===== src/rtl/uart_tx_mmio.sv =====
// uart_tx_mmio: memory-mapped UART transmitter (8N1, or 8E1 when
// UART_TX_PARITY_EN is defined) with a small TX FIFO and status register.
// Ports: clk, rst (async active-low), mem_write, mem_read, addr[31:0],
//        wdata[31:0] in; rdata[31:0] (comb status read), tx, irq out.
module uart_tx_mmio #(
    parameter int          CLK_FREQ   = 100000000,
    parameter int          BAUD       = 9600,
    parameter int          FIFO_DEPTH = 4,
    parameter logic [31:0] TXD_ADDR   = 32'h40000018,
    parameter logic [31:0] STAT_ADDR  = 32'h40000020
) (
    input  logic        clk,
    input  logic        rst,
    input  logic        mem_write,
    input  logic        mem_read,
    input  logic [31:0] addr,
    input  logic [31:0] wdata,
    output logic [31:0] rdata,
    output logic        tx,
    output logic        irq
);

    localparam int DIV   = CLK_FREQ / BAUD;
    localparam int CNT_W = (DIV > 1) ? $clog2(DIV) : 1;
    localparam int PW    = $clog2(FIFO_DEPTH);
    localparam int CW    = PW + 1;

    localparam logic [CNT_W-1:0] LAST_CNT = CNT_W'(DIV - 1);
    localparam logic [CW-1:0]    FULL_CNT = CW'(FIFO_DEPTH);

    typedef enum logic [2:0] {
        IDLE,
        START,
        DATA,
`ifdef UART_TX_PARITY_EN
        PARITY,
`endif
        STOP
    } state_t;

    state_t state, state_n;

    logic [7:0]       mem [FIFO_DEPTH];
    logic [PW-1:0]    wr_ptr, rd_ptr;
    logic [CW-1:0]    count;
    logic             overflow;

    logic [CNT_W-1:0] cnt;
    logic [2:0]       bit_idx;
    logic [7:0]       shift;
`ifdef UART_TX_PARITY_EN
    logic             par;
`endif

    logic tick, pop, push, wr_hit, full, empty, busy;

    // Only the low byte of a store is transmitted.
    logic unused_wdata;
    assign unused_wdata = ^wdata[31:8];

    assign full   = (count == FULL_CNT);
    assign empty  = (count == '0);
    assign busy   = (state != IDLE);
    assign tick   = (cnt == LAST_CNT);
    assign wr_hit = mem_write && (addr == TXD_ADDR);
    // A same-cycle pop frees a slot, so a full FIFO still accepts.
    assign push   = wr_hit && (!full || pop);
    assign irq    = empty && !busy;

    always_comb begin
        rdata = '0;
        if (mem_read && addr == STAT_ADDR) begin
            rdata = {24'b0, 4'(count), overflow, empty, full, busy};
        end
    end

    always_comb begin
        state_n = state;
        pop     = 1'b0;
        tx      = 1'b1;
        unique case (state)
            IDLE: begin
                if (!empty) begin
                    pop     = 1'b1;
                    state_n = START;
                end
            end
            START: begin
                tx = 1'b0;
                if (tick) state_n = DATA;
            end
            DATA: begin
                tx = shift[0];
                if (tick && bit_idx == 3'd7) begin
`ifdef UART_TX_PARITY_EN
                    state_n = PARITY;
`else
                    state_n = STOP;
`endif
                end
            end
`ifdef UART_TX_PARITY_EN
            PARITY: begin
                tx = par;
                if (tick) state_n = STOP;
            end
`endif
            STOP: begin
                if (tick) state_n = IDLE;
            end
            default: begin
                state_n = IDLE;
            end
        endcase
    end

    always_ff @(posedge clk or negedge rst) begin
        if (!rst) begin
            state   <= IDLE;
            cnt     <= '0;
            bit_idx <= '0;
            shift   <= '0;
`ifdef UART_TX_PARITY_EN
            par     <= 1'b0;
`endif
        end else begin
            state <= state_n;
            if (state == IDLE || tick) cnt <= '0;
            else                       cnt <= cnt + 1'b1;
            if (pop) begin
                shift   <= mem[rd_ptr];
                bit_idx <= '0;
`ifdef UART_TX_PARITY_EN
                par     <= ^mem[rd_ptr];
`endif
            end else if (state == DATA && tick) begin
                shift   <= {1'b0, shift[7:1]};
                bit_idx <= bit_idx + 3'd1;
            end
        end
    end

    always_ff @(posedge clk or negedge rst) begin
        if (!rst) begin
            wr_ptr   <= '0;
            rd_ptr   <= '0;
            count    <= '0;
            overflow <= 1'b0;
        end else begin
            if (push) wr_ptr <= wr_ptr + 1'b1;
            if (pop)  rd_ptr <= rd_ptr + 1'b1;
            if (push && !pop)      count <= count + 1'b1;
            else if (pop && !push) count <= count - 1'b1;
            if (wr_hit && !push) overflow <= 1'b1;
        end
    end

    // Storage needs no reset: the pointers define what is valid.
    always_ff @(posedge clk) begin
        if (push) mem[wr_ptr] <= wdata[7:0];
    end

endmodule


===== config.mk =====
export PLATFORM = sky130hd
export DESIGN_NAME = uart_tx_mmio
export DESIGN_NICKNAME = d
export VERILOG_FILES = /design/src/rtl/uart_tx_mmio.sv
export SDC_FILE = /design/constraint.sdc
export NUM_CORES = 1
export LEC_CHECK = 0
export BUFFER_PORTS_ARGS = -buffer_cell sky130_fd_sc_hd__buf_2
export CAP_MARGIN = 10
export CORE_MARGIN = 5
export CORE_UTILIZATION = 35
export CTS_BUF_LIST = sky130_fd_sc_hd__clkbuf_2
export CTS_CLUSTER_DIAMETER = 100
export DETAILED_ROUTE_END_ITERATION = 10
export PLACE_DENSITY = 0.72
export SYNTH_ARGS = -nofsm -noshare
export SYNTH_HDL_FRONTEND = slang
export SYNTH_SLANG_ARGS = --single-unit

===== constraint.sdc =====
create_clock -name clk -period 2.3 [get_ports clk]
set_input_delay 0.23 -clock clk [delete_from_list [all_inputs] [get_ports clk]]
set_output_delay 0.23 -clock clk [all_outputs]
set_load 0.03 [all_outputs]

==> qor.csv, run 1 <==
stage,metric,value,unit
status,status,finished clean,
grt,Congestion Overflow GR,0,
synthesis,largest family of logic cells by synthesized area,simple AND/OR/NAND/NOR gates,
clock_tree,CTS Buffer Depth,2,
sta,Final min period,2.20,ns
grt,Top Usage Layer GRT,met2,
hold_path,worst hold stages,4,
worst_setup_path,CP most frequent cell,or4_4,
grt,met3 global-route usage,2.22,%
synthesis,Mapped Area,3330,um2
worst_setup_path,"Max FO, Critical Path",15,
synthesis,Post-Syn Instances,278,
worst_setup_path,reg2reg end,shift[3],
drt,Pre-antenna DRT Iters,4,
synthesis,ys async rst share,52.2,%
sta,Max Fclk,0.454,GHz
power_and_ir_drop,sw power,519,uW
die,Chip Height,108,um
clock_tree,TritonCTS clock tree,done,
sta,RSZ-0062 raised after global routing,no,
worst_setup_path,worst path required time,2.70,ns
cells_and_area,P&R area growth vs syn,23.2,%
cells_and_area,share of layout cells above drive strength 1,29.8,%
synthesis,post-synthesis simple-gate area fraction,16.3,%
die,DIE WIDTH,108,um
worst_setup_path,crit start category,flop,
synthesis,Yosys reg bits,67,
power_and_ir_drop,Lkg Pwr,0.00169,uW
power_and_ir_drop,"Power, Total",2290,uW
synthesis,Syn Area/Cell,12.0,um2
synthesis,synthesis warning total,0,
placement,Buffers on Ports,52,
synthesis,Netlist cell types,41,
power_and_ir_drop,Clock Power Share,39.7,%
synthesis,Main synth FF type,dfrtp_1,
sta,Rel. slew slack,45.2,%
worst_setup_path,FF-to-FF Start,cnt[8],
clock_tree,Root Buffer,clkbuf_2,
synthesis,Synth Area in Adders,5.11,%
drt,DRC,0,
synthesis,xor and xnor area share after synthesis,4.73,%
clock_tree,CTS H-Tree Depth,3,
cells_and_area,"commonest non-fill, non-tap cell in the layout",buf_2,
worst_setup_path,r2r worst-path depth,4,
placement,GP Congestion,0.734,
worst_setup_path,critical path's top delay family,simple AND/OR/NAND/NOR gates,
power_and_ir_drop,Pwr per Cell Area,557,nW/um2
worst_setup_path,CP max-delay cell,or4_4,
cells_and_area,n_diodes,0,
die,Rows,35,
sta,Slew Limit Fails,0,
clock_tree,later-pin clock latency in the skew report,0.48,ns
drt,post-route antenna net violation count,0,
worst_setup_path,CP Capture Type,flop,
hold_path,Hold Path Sink,overflow,
grt,first-pass GRT wire length,10700,um
clock_tree,clk sinks,67,
die,io pins,102,
grt,vias in the first global route,2323,
power_and_ir_drop,Switching Fraction,22.7,%
worst_setup_path,Crit path largest cell delay,0.63,ns
die,placeable core area,9240,um2
power_and_ir_drop,P_int,1770,uW
synthesis,register area share after synthesis,55.1,%
sta,final setup vio count,0,
grt,initial antenna violation count,0,
sta,hold_ws,0.254,ns
grt,GR Layer Usage met1,13.4,%
power_and_ir_drop,Comb power frac,5.4,%
sta,final worst path period share,95.8,%
worst_setup_path,Buffers & Inverters on Critical Path,0,
hold_path,hold_sp,addr[5],
worst_setup_path,worst reg-to-reg setup slack,0.1,ns
sta,Slew @ Worst Pin,0.821,ns
drt,vias post-DR,2305,
drt,Post-Route WL,6440,um
worst_setup_path,crit path cell chain,"or4_4, or4_4, or3_1, o211ai_1",
power_and_ir_drop,peak supply drop,0.449,mV
grt,GRT Total Usage,11.5,%
cells_and_area,most frequent cells in the layout,"buf_2 (52), dfrtp_1 (35), edfxtp_1 (32)",
hold_path,worst min path class,input pin to flop,
die,Starting Density,36.1,%
synthesis,multiplexer area fraction after synthesis,6.08,%
drt,Routed WL per cell,13.0,um
synthesis,Compound-Gate Fraction of Synth Area,4.66,%
grt,met2 Use GR,21.0,%
sta,final hold violations,0,
grt,largest net degree at the start of global routing,36,
clock_tree,CTS Buf Count,9,
flow_run,max_cap viols,0,
placement,hpwl dp,4560,um
cells_and_area,nets,442,
worst_setup_path,"Arr. time, crit path",2.61,ns
die,DIE AREA,11600,um2
sta,clock skew,0.0118,ns
power_and_ir_drop,Flop pwr share,54.9,%
synthesis,"EDFF count, synth",32,
worst_setup_path,CP Class,flop to flop,
clock_tree,clock-pin transition on the worst setup and hold timing paths,0.19,ns
drt,vias per cell,4.66,
drt,first-iteration detailed-routing DRC count,66,
[kinds of logic (layout without fill, tap and decap cells)]
logic type,after synthesis,count (layout)
buffers and inverters,43,107
AOI/OAI and AO/OA,26,26
adders and majority gates,13,13
muxes,10,10
DFF,67,67
and+or+nand+nor,100,100
xor gates and xnor gates,18,18
other,1,25
[sequential cells by signal, summed over array words and instances (netlist names)]
signal	cells
cnt	14
overflow	1
rd_ptr	2
count	3
shift	8
wr_ptr	2
state	2
bit_idx	3
mem	32
[per-stage QoR]
step / util (%) / TNS [ns] / setup WS, ns / cell area, um2 / std cells
floorplan: - / -0.0474 / -0.0474 / 3430 / 302
global placement: 41.1 / -0.0279 / -0.0279 / 3800 / 467
detailed placement: 41.1 / -0.106 / -0.106 / 3800 / 467
CTS: 44.1 / 0 / 0.00909 / 4080 / 493
global route: 44.4 / 0 / 0.0000515 / 4110 / 495
finish: 44.4 / 0 / 0.0963 / 4110 / 495
[worst reg2reg max path: cells and delay by family (launching register included)]
| family | cells | cell delay, ns |
|---|---|---|
| AOI/OAI and AO/OA | 1 | 0.11 |
| DFF | 1 | 0.45 |
| and+or+nand+nor | 3 | 1.58 |
[worst max-delay path by stage]
stage	startpoint	to	slack [ns]	cells past startpoint
floorplan	addr[21]	count[2]	-0.05	9
global placement	addr[21]	count[2]	-0.03	10
detailed placement	addr[21]	count[2]	-0.11	10
CTS	state[0]	count[2]	0.009	11
global route	state[1]	count[2]	0.00005	10
finish	cnt[8]	shift[3]	0.1	4
[metal layers]
metal / share of wire (%) / vias to the layer above
li1: - / 1114
met1: 41 / 1126
met2: 54 / 55
met3: 4.2 / 10
met4: 1.6 / 0
met5: 0 / -
[power by group through the flow]
stage                     registers, uW  clock network (uW)  logic [uW]
after floorplan                    1280                   0        90.3
after detailed placement           1280                   0         111
after CTS                          1260                 926         123
final                              1260                 908         124
after global placement             1280                   0         109
after global routing               1260                 982         136
[layout make-up]
class / instances / area (um2)
well taps: 129 / 161
fillers: 834 / 5130
flip-flops and latches: 67 / 1840
repair buffers: 80 / 543
clock buffers: 10 / 50.0
clock inverters: 6 / 114
inverters: 11 / 41.3
multi-input cells: 192 / 1360
[synthesized netlist by cell type, types with 2 or more instances]
library cell	n	share of area (%)
a21oi_1	7	1.1
a31oi_1	2	0.38
and2_1	9	1.7
buf_4	25	5.6
clkbuf_1	4	0.45
dfrtp_1	35	26
edfxtp_1	32	29
ha_1	12	4.5
inv_1	10	1.1
mux2_2	2	0.68
mux4_2	8	5.4
nand2_1	17	1.9
nand3_1	7	1.1
nand4_1	5	0.94
nand4b_1	2	0.53
nor2_1	23	2.6
nor2b_1	2	0.38
nor3_1	8	1.2
nor4_1	10	1.9
nor4b_1	3	0.79
o211ai_1	5	1.1
o21ai_0	9	1.4
or3_1	6	1.1
or4_4	2	0.68
xnor2_1	14	3.7
xor2_1	4	1.1
[what timing repair did]
| item | in CTS | in global routing |
|---|---|---|
| buffers inserted | 1 | 3 |
| pin swaps | 0 | 3 |
| endpoints found under the hold margin | 67 | 0 |
| hold buffers | 9 | 0 |
| endpoints found under the setup margin | 2 | 2 |
| gates resized for setup | 3 | 5 |
No activity file was read; power rests on OpenSTA's default activity.
==> run 2, diff against run 1 <==
ABC_AREA = 1   (was unset)
CORE_UTILIZATION = 48   (was 35)
PLACE_DENSITY = 0.9   (was 0.72)
==> run 2 against run 1 <==
Effect of this change: clock power shrank 40%; count of clock-buffer cells in the layout fell by 1; die area fell by 22%; critical path depth increased by 7; flip-flop and latch count is the same; core utilization rose by 12 points; combinational power grew 4%; critical path type unchanged; largest cell class unchanged.
==> qor.csv, run 2 <==
stage,metric,value,unit,change
status,status,finished clean,,unchanged
synthesis,most area-hungry cell type in the Yosys netlist,edfxtp_1,,unchanged
worst_setup_path,worst path required time,2.69,ns,was 2.70 ns
synthesis,commonest cells in the netlist,"nand2_1 (91), nor2_1 (51), dfrtp_1 (35), inv_1 (35), nand3_1 (34)",,"was dfrtp_1 (35), edfxtp_1 (32), buf_4 (25)"
worst_setup_path,worst reg-to-reg setup slack,0.20,ns,was 0.1 ns
worst_setup_path,reg2reg end,count[1],,was shift[3]
sta,Max Fclk,0.477,GHz,was 0.454 GHz
sta,Final min period,2.10,ns,was 2.20 ns
clock_tree,TritonCTS clock tree,done,,unchanged
grt,GRT Total Usage,16.6,%,was 11.5%
worst_setup_path,Buffers & Inverters on Critical Path,5,,was 0
sta,setup TNS,0,ns,unchanged
worst_setup_path,CP max-delay cell,dfrtp_1,,was or4_4
worst_setup_path,FF-to-FF Start,state[0],,was cnt[8]
power_and_ir_drop,sw power,497,uW,was 519 uW
grt,initial antenna violation count,0,,unchanged
die,io pins,102,,unchanged
sta,Rel. slew slack,47.7,%,was 45.2%
clock_tree,CTS Buf Count,9,,unchanged
power_and_ir_drop,P_int,1430,uW,was 1770 uW
synthesis,Yosys top cell area share,27.7,%,was 28.8%
synthesis,Netlist cell types,28,,was 41
worst_setup_path,critical path's top delay family,adder cells,,was simple AND/OR/NAND/NOR gates
grt,largest net degree at the start of global routing,36,,unchanged
sta,Slew @ Worst Pin,0.785,ns,was 0.821 ns
worst_setup_path,CP Class,flop to flop,,unchanged
synthesis,Syn Area/Cell,8.92,um2,was 12.0 um2
synthesis,Post-Syn Instances,389,,was 278
synthesis,Synth area leaders,"edfxtp_1 (28%), dfrtp_1 (25%), nand2_1 (9.8%)",,"was edfxtp_1 (29%), dfrtp_1 (26%), buf_4 (5.6%)"
synthesis,register area share after synthesis,52.9,%,was 55.1%
worst_setup_path,"Arr. time, crit path",2.49,ns,was 2.61 ns
die,DIE WIDTH,95.0,um,was 108 um
cells_and_area,share of layout cells above drive strength 1,21.2,%,was 29.8%
die,Rows,31,,was 35
cells_and_area,Reg with most FFs,mem,,unchanged
flow_run,max_cap viols,0,,unchanged
sta,final worst path period share,91.2,%,was 95.8%
cells_and_area,Largest regs,"mem (32), cnt (14), shift (8)",,unchanged
synthesis,top-count cell post-synth,nand2_1,,was dfrtp_1
placement,Buffers on Ports,52,,unchanged
cells_and_area,Final Cell Area,4010,um2,was 4110 um2
clock_tree,clock-pin transition on the worst setup and hold timing paths,0.18,ns,was 0.19 ns
synthesis,Yosys reg bits,67,,unchanged
sta,clock skew,0.0256,ns,was 0.0118 ns
drt,vias per cell,4.78,,was 4.66
sta,RSZ-0062 raised after global routing,no,,unchanged
drt,Routed WL per cell,12.0,um,was 13.0 um
synthesis,Mapped Area,3470,um2,was 3330 um2
grt,vias in the first global route,2768,,was 2323
drt,vias post-DR,2732,,was 2305
cells_and_area,max reg flops,32,,unchanged
worst_setup_path,CP most frequent cell,inv_1,,was or4_4
hold_path,worst min path class,input pin to flop,,unchanged
cells_and_area,most frequent cells in the layout,"nand2_1 (91), buf_2 (52), nor2_1 (51)",,"was buf_2 (52), dfrtp_1 (35), edfxtp_1 (32)"
power_and_ir_drop,Pwr per Cell Area,482,nW/um2,was 557 nW/um2
synthesis,synthesis warning total,0,,unchanged
worst_setup_path,CP Capture Type,flop,,unchanged
sta,final hold violations,0,,unchanged
synthesis,post-synthesis simple-gate area fraction,26.3,%,was 16.3%
placement,hpwl dp,5110,um,was 4560 um
cells_and_area,n_diodes,0,,unchanged
synthesis,Synth Area in Adders,4.90,%,was 5.11%
cells_and_area,P&R area growth vs syn,15.4,%,was 23.2%
die,DIE AREA,9030,um2,was 11600 um2
clock_tree,clk sinks,67,,unchanged
worst_setup_path,r2r worst-path depth,11,,was 4
synthesis,Main synth FF type,dfrtp_1,,unchanged
die,placeable core area,7140,um2,was 9240 um2
cells_and_area,Fillers,647,,was 834
die,Starting Density,48.6,%,was 36.1%
power_and_ir_drop,peak supply drop,0.447,mV,was 0.449 mV
clock_tree,Root Buffer,clkbuf_2,,unchanged
synthesis,Compound-Gate Fraction of Synth Area,4.04,%,was 4.66%
placement,GP Congestion,0.871,,was 0.734
sta,Slew Limit Fails,0,,unchanged
synthesis,ys async rst share,52.2,%,unchanged
worst_setup_path,crit path cell chain,"inv_1, ha_2, inv_1, buf_4, nor2_2, inv_2, ha_1, inv_1, fa_2, nor2_1, a21oi_1",,"was or4_4, or4_4, or3_1, o211ai_1"
drt,Post-Route WL,6840,um,was 6440 um
hold_path,worst hold stages,6,,was 4
worst_setup_path,Crit path largest cell delay,0.44,ns,was 0.63 ns
placement,placed inst area,3800,um2,about the same
power_and_ir_drop,Comb power frac,6.7,%,was 5.4%
grt,first-pass GRT wire length,11700,um,was 10700 um
power_and_ir_drop,Switching Fraction,25.8,%,was 22.7%
synthesis,xor and xnor area share after synthesis,1.01,%,was 4.73%
clock_tree,CTS H-Tree Depth,3,,unchanged
power_and_ir_drop,Flop pwr share,65.1,%,was 54.9%
drt,DRC,0,,unchanged
synthesis,multiplexer area fraction after synthesis,0,%,was 6.08%
synthesis,largest family of logic cells by synthesized area,simple AND/OR/NAND/NOR gates,,unchanged
drt,Pre-antenna DRT Iters,4,,unchanged
clock_tree,later-pin clock latency in the skew report,0.48,ns,about the same
synthesis,"EDFF count, synth",32,,unchanged
clock_tree,CTS Buffer Depth,2,,unchanged
drt,first-iteration detailed-routing DRC count,110,,was 66
hold_path,hold_sp,addr[5],,unchanged
hold_path,Hold Path Sink,wr_ptr[0],,was overflow
die,Chip Height,95.0,um,was 108 um
worst_setup_path,crit start category,flop,,unchanged
cells_and_area,nets,548,,was 442
cells_and_area,"commonest non-fill, non-tap cell in the layout",nand2_1,,was buf_2
worst_setup_path,"Max FO, Critical Path",4,,was 15
sta,final setup vio count,0,,unchanged
drt,post-route antenna net violation count,0,,unchanged
power_and_ir_drop,Clock Power Share,28.2,%,was 39.7%
power_and_ir_drop,Lkg Pwr,0.00193,uW,was 0.00169 uW
grt,Congestion Overflow GR,0,,unchanged
## run 2: worst register-to-register path, stage by stage (launching register included)
cell and delay [ns]:
dfrtp_1 0.44, inv_1 0.09, ha_2 0.20, inv_1 0.07
buf_4 0.15, nor2_2 0.15, inv_2 0.06, ha_1 0.17
inv_1 0.10, fa_2 0.44, nor2_1 0.11, a21oi_1 0.05
## run 2: per-layer routing
metal  routed length, um  vias to the layer above  global-route usage [%]  share of wire (%)
li1                    -                     1363                       -                  -
met1                2630                     1311                    18.2                 38
met2                3860                       49                    31.1                 56
met3                 279                        9                    4.89                4.1
met4                  67                        0                    4.45               0.98
met5                   0                        -                       0                  0
## run 2: area by class of cell
type	instances	area [um2]	share of cell area (%)
flip-flops and latches	67	1840	45.9
inverters	41	154	3.84
multi-input cells	275	1360	34.0
repair buffers	73	440	11.0
well taps	99	124	3.09
clock buffers	9	45.0	1.12
clock inverters	7	45.0	1.12
## run 2: power groups by stage
stage	Combinational (uW)	Sequential (uW)	Clock, uW
after floorplan	94.4	1280	0
after global placement	112	1280	0
after detailed placement	116	1280	0
after CTS	128	1260	559
after global routing	143	1260	631
final	129	1260	544
## run 2: cells by family after synthesis
kind of cell / after synthesis
adders and majority gates: 13
xor gates and xnor gates: 4
DFF: 67
and+or+nand+nor: 205
AOI/OAI and AO/OA: 28
buffers and inverters: 71
other: 1
## run 2: how the worst max path moves through the flow
stage / start / end / cells past startpoint
6_report: state[0] / count[1] / 11
5_1_grt: state[0] / count[2] / 12
4_1_cts: state[1] / count[2] / 12
3_5_place_dp: state[1] / count[2] / 12
3_3_place_gp: state[0] / count[2] / 12
2_1_floorplan: state[0] / count[2] / 12
## run 2: per-stage QoR
| stage | total power [uW] | cells | hold WS, ns | util (%) | worst slack, ns |
|---|---|---|---|---|---|
| after CTS | 1940 | 569 | 0.136 | 55.8 | 0.0223 |
| after global routing | 2030 | 571 | 0.148 | 56.1 | 0.0321 |
| final | 1930 | 571 | 0.159 | 56.1 | 0.202 |
| after floorplan | 1380 | 413 | -0.0656 | - | 0.115 |
| after global placement | 1390 | 544 | 0.346 | 53.2 | 0.128 |
| after detailed placement | 1400 | 544 | 0.354 | 53.2 | 0.0354 |
## run 2: what timing repair did
action                     in CTS  in global routing
buffers inserted                0                  2
hold endpoints to repair       67                  0
hold buffers                    9                  0
setup endpoints to repair       0                  1
gates resized for setup         0                  4
==> run 3, diff against run 2 <==
==> constraint.sdc (replaced) <==
create_clock -name clk -period 2.3 [get_ports clk]
set_input_delay 0.115 -clock clk [delete_from_list [all_inputs] [get_ports clk]]
set_output_delay 0.115 -clock clk [all_outputs]
set_load 0.03 [all_outputs]
==> run 3 against run 2 <==
Effect of this change: sequential power barely moved; worst hold slack got worse by 0.12 ns; setup slack got worse by 0.030 ns; final area rose by 1.2%; clock power rose by 27%; sequential share of layout area fell by 0.57 points; maximum frequency fell by 1.4%; total power rose by 7.5%; first-iteration DRC count rose by 3.6%; routed wire length rose by 1.2%; largest cell class unchanged.
==> qor.csv, run 3 (synthesized netlist as in run 2, its figures left out) <==
stage,metric,value,unit,change
drt,Routed WL per cell,12.1,um,was 12.0 um
worst_setup_path,CP most frequent cell,inv_1,,unchanged
placement,placed inst area,3800,um2,unchanged
power_and_ir_drop,Clock Power Share,33.2,%,was 28.2%
clock_tree,CTS Buffer Depth,2,,unchanged
worst_setup_path,CP Class,flop to flop,,unchanged
worst_setup_path,CP max-delay cell,dfrtp_1,,unchanged
drt,post-route antenna net violation count,0,,unchanged
status,status,finished clean,,unchanged
drt,Post-Route WL,6920,um,was 6840 um
flow_run,max_cap viols,0,,unchanged
drt,vias post-DR,2750,,was 2732
power_and_ir_drop,sw power,522,uW,was 497 uW
placement,hpwl dp,4880,um,was 5110 um
worst_setup_path,Buffers & Inverters on Critical Path,4,,was 5
placement,dpl cells,544,,unchanged
power_and_ir_drop,Lkg Pwr,0.00195,uW,was 0.00193 uW
grt,Congestion Overflow GR,0,,unchanged
clock_tree,Root Buffer,clkbuf_2,,unchanged
cells_and_area,n_diodes,0,,unchanged
cells_and_area,"commonest non-fill, non-tap cell in the layout",nand2_1,,unchanged
cells_and_area,most frequent cells in the layout,"nand2_1 (91), buf_2 (52), nor2_1 (51)",,unchanged
worst_setup_path,Crit path largest cell delay,0.46,ns,was 0.44 ns
sta,Final Worst Setup Slack,0.173,ns,was 0.202 ns
placement,worst slack at placement,0.0428,ns,was 0.0354 ns
clock_tree,clk sinks,67,,unchanged
grt,largest net degree at the start of global routing,36,,unchanged
power_and_ir_drop,Flop pwr share,60.6,%,was 65.1%
power_and_ir_drop,peak supply drop,0.398,mV,was 0.447 mV
drt,Pre-antenna DRT Iters,4,,unchanged
clock_tree,TritonCTS clock tree,done,,unchanged
cells_and_area,share of layout cells above drive strength 1,21.6,%,was 21.2%
power_and_ir_drop,Switching Fraction,25.2,%,was 25.8%
worst_setup_path,CP Capture Type,flop,,unchanged
drt,vias per cell,4.81,,was 4.78
die,DIE AREA,9030,um2,unchanged
sta,Rel. slew slack,47.2,%,was 47.7%
die,DIE WIDTH,95.0,um,unchanged
power_and_ir_drop,Comb power frac,6.2,%,was 6.7%
sta,Slew Limit Fails,0,,unchanged
worst_setup_path,crit path cell chain,"inv_1, ha_4, inv_1, nand3_2, nand3_1, inv_1, ha_1, inv_1, fa_2, a21oi_2, o21ai_0, xor2_1",,"was inv_1, ha_2, inv_1, buf_4, nor2_2, inv_2, ha_1, inv_1, fa_2, nor2_1, a21oi_1"
grt,GRT Total Usage,16.2,%,was 16.6%
drt,DRC,0,,unchanged
worst_setup_path,worst path required time,2.71,ns,was 2.69 ns
sta,final hold violations,0,,unchanged
clock_tree,clock-pin transition on the worst setup and hold timing paths,0.19,ns,was 0.18 ns
cells_and_area,Reg with most FFs,mem,,unchanged
grt,first-pass GRT wire length,11300,um,was 11700 um
sta,final setup vio count,0,,unchanged
worst_setup_path,crit start category,flop,,unchanged
power_and_ir_drop,P_int,1550,uW,was 1430 uW
placement,Buffers on Ports,52,,unchanged
die,io pins,102,,unchanged
worst_setup_path,critical path's top delay family,adder cells,,unchanged
sta,final worst path period share,92.5,%,was 91.2%
die,Rows,31,,unchanged
die,placeable core area,7140,um2,unchanged
worst_setup_path,"Arr. time, crit path",2.54,ns,was 2.49 ns
cells_and_area,Final Cell Area,4060,um2,was 4010 um2
cells_and_area,nets,549,,was 548
cells_and_area,final std cells w/o fill,572,,was 571
sta,Max Fclk,0.470,GHz,was 0.477 GHz
cells_and_area,Final Util,56.8,%,was 56.1%
sta,clock skew,0.0215,ns,was 0.0256 ns
sta,Slew @ Worst Pin,0.792,ns,was 0.785 ns
clock_tree,CTS Buf Count,9,,unchanged
grt,initial antenna violation count,0,,unchanged
power_and_ir_drop,Pwr per Cell Area,512,nW/um2,was 482 nW/um2
die,Chip Height,95.0,um,unchanged
cells_and_area,P&R area growth vs syn,16.9,%,was 15.4%
placement,GP Congestion,0.852,,was 0.871
cells_and_area,max reg flops,32,,unchanged
drt,first-iteration detailed-routing DRC count,114,,was 110
grt,vias in the first global route,2641,,was 2768
die,Starting Density,48.6,%,unchanged
clock_tree,CTS H-Tree Depth,3,,unchanged
sta,RSZ-0062 raised after global routing,no,,unchanged
sta,Final min period,2.13,ns,was 2.10 ns
worst_setup_path,"Max FO, Critical Path",4,,unchanged
cells_and_area,Largest regs,"mem (32), cnt (14), shift (8)",,unchanged
sta,setup TNS,0,ns,unchanged
hold_path,worst min path class,input pin to flop,,unchanged
clock_tree,later-pin clock latency in the skew report,0.51,ns,was 0.48 ns
-- run 3: layer usage --
layer | vias to the layer above | global-route usage [%] | part of all wire [%]
met5 | - | 0 | 0
met4 | 0 | 6.61 | 1.7
met3 | 17 | 4.03 | 4.0
met2 | 62 | 29.9 | 55
met1 | 1307 | 17.7 | 39
li1 | 1364 | - | -
-- run 3: cell type report --
type                    instances  area (um2)
fillers                       613        3080
well taps                      99         124
flip-flops and latches         67        1840
clock buffers                  10        50.0
multi-input cells             275        1370
inverters                      41         154
repair buffers                 74         450
clock inverters                 6        66.3
-- run 3: tightest hold or removal path, stage by stage --
cell and delay, ns:
buf_2 0.07, nor2_1 0.03, nand4_1 0.08, nor2_1 0.09
nand2_1 0.06, o21ai_0 0.07
-- run 3: repair_timing --
item / CTS / global route
resized for setup: 0 / 5
endpoints found under the hold margin: 70 / 0
buffers inserted: 0 / 2
hold buffers: 10 / 0
endpoints found under the setup margin: 0 / 1
-- run 3: power groups by stage --
stage / clock network (uW) / registers (uW) / logic [uW]
after floorplan: 0 / 1280 / 94.4
after global placement: 0 / 1280 / 112
after detailed placement: 0 / 1280 / 115
after CTS: 699 / 1260 / 128
after global routing: 765 / 1260 / 144
final: 689 / 1260 / 129
-- run 3: worst paths after layout --
kind	start	cells after the start	slack [ns]	end
hold / removal	addr[13]	6	0.04	overflow
min in group asynchronous	rst	2	0.20	state[1]
setup reg to reg	state[1]	12	0.17	count[2]
setup / recovery	state[1]	12	0.17	count[2]
hold reg to reg	overflow	2	0.50	overflow
max in group asynchronous	rst	2	1.59	rd_ptr[1]
-- run 3: metrics by stage --
step | power, uW | hold slack, ns
4_1_cts | 2080 | 0.0114
3_3_place_gp | 1390 | 0.229
2_1_floorplan | 1380 | -0.181
5_1_grt | 2170 | 0.0326
6_report | 2070 | 0.0422
3_5_place_dp | 1400 | 0.239
